<file path="src/rtl/param_serializer_pkg.sv">
// Shared types and helpers for param_serializer: FSM state encoding and
// the channel-index width calculation.
package param_serializer_pkg;

  typedef enum logic [1:0] {
    IDLE = 2'd0,
    HEAD = 2'd1,
    SEND = 2'd2
  } state_t;

  // Width of a channel index; a single channel still gets a 1-bit index.
  function automatic int unsigned idx_width(input int unsigned n);
    return (n > 1) ? $clog2(n) : 1;
  endfunction

endpackage

</file>
<file path="src/rtl/param_serializer.sv">
// Captures CHANNELS words of WIDTH bits on start and streams them over a
// valid/ready interface, optionally preceded by a constant TAG header beat.
module param_serializer
  import param_serializer_pkg::*;
#(
  parameter int unsigned WIDTH    = 32,
  parameter int unsigned CHANNELS = 2,
  parameter int unsigned TAG      = 1,
  parameter bit          HEADER   = 1'b1,
  localparam int unsigned IDXW    = idx_width(CHANNELS)
) (
  input  logic                      clk,
  input  logic                      rst,
  input  logic [CHANNELS*WIDTH-1:0] data_in,
  input  logic                      start,
  output logic                      busy,
  output logic [WIDTH-1:0]          out_data,
  output logic [IDXW-1:0]           out_chan,
  output logic                      out_hdr,
  output logic                      out_last,
  output logic                      out_valid,
  input  logic                      out_ready,
  output logic                      done
);

  localparam logic [WIDTH-1:0] TAG_W    = WIDTH'(TAG);
  localparam logic [IDXW-1:0]  LAST_IDX = IDXW'(CHANNELS - 1);

  state_t            state, state_nxt;
  logic [IDXW-1:0]   idx, idx_nxt;
  logic              done_nxt;
  logic              capture;
  logic [WIDTH-1:0]  buffer [CHANNELS];
  logic [WIDTH-1:0]  sel_word;

  always_ff @(posedge clk) begin
    if (rst) begin
      state <= IDLE;
      idx   <= '0;
      done  <= 1'b0;
    end else begin
      state <= state_nxt;
      idx   <= idx_nxt;
      done  <= done_nxt;
    end
  end

  // Buffer has no reset: its contents are only observed after a capture.
  always_ff @(posedge clk) begin
    if (capture) begin
      for (int unsigned c = 0; c < CHANNELS; c++) begin
        buffer[c] <= data_in[c*WIDTH +: WIDTH];
      end
    end
  end

  // Mux by explicit compare so non-power-of-two CHANNELS never indexes past the array.
  always_comb begin
    sel_word = '0;
    for (int unsigned c = 0; c < CHANNELS; c++) begin
      if (idx == IDXW'(c)) sel_word = buffer[c];
    end
  end

  always_comb begin
    state_nxt = state;
    idx_nxt   = idx;
    done_nxt  = 1'b0;
    capture   = 1'b0;
    busy      = 1'b0;
    out_valid = 1'b0;
    out_hdr   = 1'b0;
    out_last  = 1'b0;
    out_data  = '0;
    out_chan  = '0;
    unique case (state)
      IDLE: begin
        if (start) begin
          capture   = 1'b1;
          idx_nxt   = '0;
          state_nxt = HEADER ? HEAD : SEND;
        end
      end
      HEAD: begin
        busy      = 1'b1;
        out_valid = 1'b1;
        out_hdr   = 1'b1;
        out_data  = TAG_W;
        if (out_ready) state_nxt = SEND;
      end
      SEND: begin
        busy      = 1'b1;
        out_valid = 1'b1;
        out_data  = sel_word;
        out_chan  = idx;
        out_last  = (idx == LAST_IDX);
        if (out_ready) begin
          if (idx == LAST_IDX) begin
            state_nxt = IDLE;
            done_nxt  = 1'b1;
          end else begin
            idx_nxt = idx + IDXW'(1);
          end
        end
      end
      default: state_nxt = IDLE;
    endcase
  end

endmodule

</file>
<file path="config.mk">
export PLATFORM = sky130hd
export DESIGN_NAME = param_serializer
export DESIGN_NICKNAME = d
export VERILOG_FILES = /design/src/rtl/param_serializer_pkg.sv /design/src/rtl/param_serializer.sv
export SDC_FILE = /design/constraint.sdc
export NUM_CORES = 1
export LEC_CHECK = 0
export CORE_MARGIN = 2
export CORE_UTILIZATION = 40
export CTS_CLUSTER_SIZE = 40
export DETAILED_ROUTE_END_ITERATION = 10
export PLACE_DENSITY = 0.76
export SLEW_MARGIN = 20
export SYNTH_ARGS = -nofsm -noshare
export SYNTH_HDL_FRONTEND = slang
export SYNTH_SLANG_ARGS = --single-unit
</file>
<file path="constraint.sdc">
create_clock -name clk -period 3.1 [get_ports clk]
set_clock_uncertainty 0.2 [all_clocks]
set_input_delay 0.31 -clock clk [delete_from_list [all_inputs] [get_ports clk]]
set_output_delay 0.31 -clock clk [all_outputs]
set_load 0.01 [all_outputs]
</file>
==> summary.md <==
| Metric | Value |
|---|---|
| Clk_lat worst skew | `0.33 ns` |
| Yosys reg bits | `68` |
| Inserted Diodes | `0` |
| Power consumption | `2.67 mW` |
| Nets | `354` |
| Leading area contributor after synthesis | `edfxtp_1` |
| Layout cells sized above 1 | `0.0810` |
| Met1 GRT Util | `0.168` |
| Die height | `86.8 um` |
| Post-synthesis mux area share | `0.126` |
| GRT Util Overall | `0.150` |
| Synth cell types | `20` |
| Slack of the worst reg-to-reg path | `1.31 ns` |
| Post-Layout Cell Count | `364` |
| Fin util | `0.608` |
| Routed WL per cell | `15.0 um` |
| First-pass GRT wire length | `8270 um` |
| Startpoint Class | `register` |
| DRC | `0` |
| # IOs | `106` |
| Post-synthesis xor/xnor area fraction | `0` |
| Post-CTS Resized | `0` |
| RSZ-0062 raised after global routing | `false` |
| Worst IR Drop VDD | `0.378 mV` |
| Synth Warn # | `0` |
| Post-DRT Antenna Nets | `0` |
| Commonest non-fill, non-tap cell in the layout | `clkdlybuf4s50_1` |
| CP Data Required Time | `2.59 ns` |
| Pin count of the biggest net entering global routing | `65` |
| DRT Wirelength | `5470 um` |
| Initial Util | `0.409` |
| Mapped cell area | `2750 um^2` |
| Initial antenna violation count | `0` |
| Area growth, synth to finish | `48.8%` |
| Comb pwr share | `0.231` |
| Worst r2r path cells | `5` |
| # Max-Cap Violations | `0` |
| Pre-CTS setup slack | `0.767 ns` |
| Synth Area in Simple Gates | `0.0656` |
| Fin Setup TNS | `0 ns` |
| Count of TritonRoute iterations in the first routing pass | `4` |
| PortBufs | `105` |
| Core area | `6720 um^2` |
| CTS tree | `built` |
| Pwr dens | `654 nW/um^2` |
| RR Endpoint | `buffer[0][25]$_DFFE_PP_` |
| CTS Buf Count | `9` |
| Synth top area cells | `edfxtp_1, mux2i_1, nor2_1` |
| Final Hold Fails | `0` |
| Clock power frac | `0.283` |
| Leakage | `1.38 nW` |
| Async SR Flop Fraction | `0` |
| Largest family of logic cells by synthesized area | `multiplexers` |
| Clock sink count | `68` |
| Sw frac | `0.255` |
| Worst r2r src | `state[0]$_SDFFE_PP0P_` |
| Post-layout worst setup margin | `0.449 ns` |
| Setup crit end kind | `output port` |
| Final min period | `2.65 ns` |
| Most frequent cells in the layout | `clkdlybuf4s50_1, edfxtp_1, mux2i_1, nor2_1, clkbuf_8` |
| Vias | `1698` |
| Synth Area in Adders | `0.0273` |
| # Post-CTS Setup Buffers | `0` |
| Fin crit share | `0.855` |
| Vias in the first global route | `1693` |
| Net Sw Power | `0.680 mW` |
| Main synth FF type | `edfxtp_1` |
| Most used routing layer | `met2` |
| Iteration-0 DRC Markers | `114` |
| Outcome | `completed` |
| Sequential fraction of the synthesis area | `0.729` |
| Placed cell count | `349` |
| Syn_nets | `243` |
| CTS clk-pin slew, worst paths | `0.06 ns` |
| Cell Rows | `30` |
| Hold_buf cts | `0` |
| Slew headroom | `0.649` |
| Met2 Use GR | `0.253` |
| Worst-margin pin slew | `0.526 ns` |
| Crit Path Max Fanout | `17` |
| Syn_area_per_cell | `16.2 um^2` |
| Worst Setup EP | `out_data[16]` |
| Max Buffers Root-to-Sink | `2` |
| GR Util met3 | `0.0543` |
| Cells after synthesis | `169` |
| EDFF count, synth | `64` |
| Share of the synthesized area in the top cell type | `0.700` |
| Slew Viols, Final | `0` |
| Vias per cell | `4.66` |
| Achievable Freq | `377 MHz` |
| Die Wd | `86.8 um` |
| Worst Path Arrival | `2.14 ns` |
| CP startpoint | `state[0]$_SDFFE_PP0P_` |
| Htree depth | `3` |
| Grt ovf | `0` |
| Worst Hold Class | `reg2reg` |
| Internal power | `1.99 mW` |
| Full die area | `7540 um^2` |
| Placer Congestion | `0.756` |
| Part of the power in registers | `0.486` |
| CP Class | `reg2out` |
| Synth Area in Compound Gates | `0.0191` |
| Dpl hpwl | `3880 um` |
| Final setup viols | `0` |
| Root Driver | `clkbuf_8` |
-- layout make-up --
type | instances | area (um^2)
Timing Repair Buffer | 109 | 1110
Sequential cell | 68 | 2000
Inverter | 5 | 18.8
Multi-Input combinational cell | 87 | 653
Clock buffer | 9 | 124
Fill cell | 517 | 2630
Clock inverter | 6 | 80.1
Tap cell | 80 | 100
-- sequential cells by signal, indices dropped and copies added (netlist names) --
name,cells
buffer,64
done,1
idx,1
state,2
-- power groups by stage --
stage                     clock, mW  sequential, mW  combinational (mW)
after global routing          0.814            1.32               0.668
final                         0.757            1.30               0.616
after detailed placement          0            1.32               0.628
after CTS                     0.776            1.30               0.630
after floorplan                   0            1.31               0.347
after global placement            0            1.31               0.611
-- metal layers --
metal / routed length (um) / up-vias / part of all wire
met4: 75 / 0 / 0.014
met3: 363 / 8 / 0.066
met2: 2830 / 63 / 0.52
met1: 2200 / 798 / 0.40
met5: 0 / - / 0
li1: - / 829 / -
-- cells in the mapped netlist (all sizes together), types with 2 or more instances --
master  instances
ha              6
a21oi           3
mux2i          33
edfxtp         64
nor2           31
nand2b          5
dfxtp           4
buf             6
nand2           2
clkbuf          3
inv             5
-- worst min path at each step --
stage | slack, ns | start | cells past startpoint | end
6_report | 0.33 | state[0]$_SDFFE_PP0P_ | 2 | state[0]$_SDFFE_PP0P_
5_1_grt | 0.30 | data_in[16] | 1 | buffer[0][16]$_DFFE_PP_
4_1_cts | 0.31 | data_in[10] | 1 | buffer[0][10]$_DFFE_PP_
3_5_place_dp | 0.32 | state[0]$_SDFFE_PP0P_ | 2 | state[0]$_SDFFE_PP0P_
3_3_place_gp | 0.31 | state[0]$_SDFFE_PP0P_ | 2 | state[0]$_SDFFE_PP0P_
2_1_floorplan | 0.19 | rst | 1 | done$_SDFF_PP0_
-- stage by stage --
stage / hold slack (ns) / area, um^2
global placement: 0.309 / 3880
detailed placement: 0.323 / 3880
finish: 0.325 / 4090
CTS: 0.306 / 4090
global route: 0.305 / 4090
floorplan: 0.186 / 2750
-- kinds of logic (layout without fill, tap and decap cells) --
kind of cell / count (synthesis) / after routing
fa+ha+maj: 6 / 6
buf+inv: 14 / 129
mux: 34 / 34
compound gates: 5 / 5
simple gates: 42 / 42
flops: 68 / 68
-- worst max-delay path, cell delays in order, from the launching register on --
cell	delay, ns
dfxtp_1	0.38
inv_1	0.11
ha_1	0.34
nand2_1	0.08
buf_4	0.20
nor2_1	0.13
clkdlybuf4s50_1	0.56
Note: power is estimated with default switching activity, not from simulation.
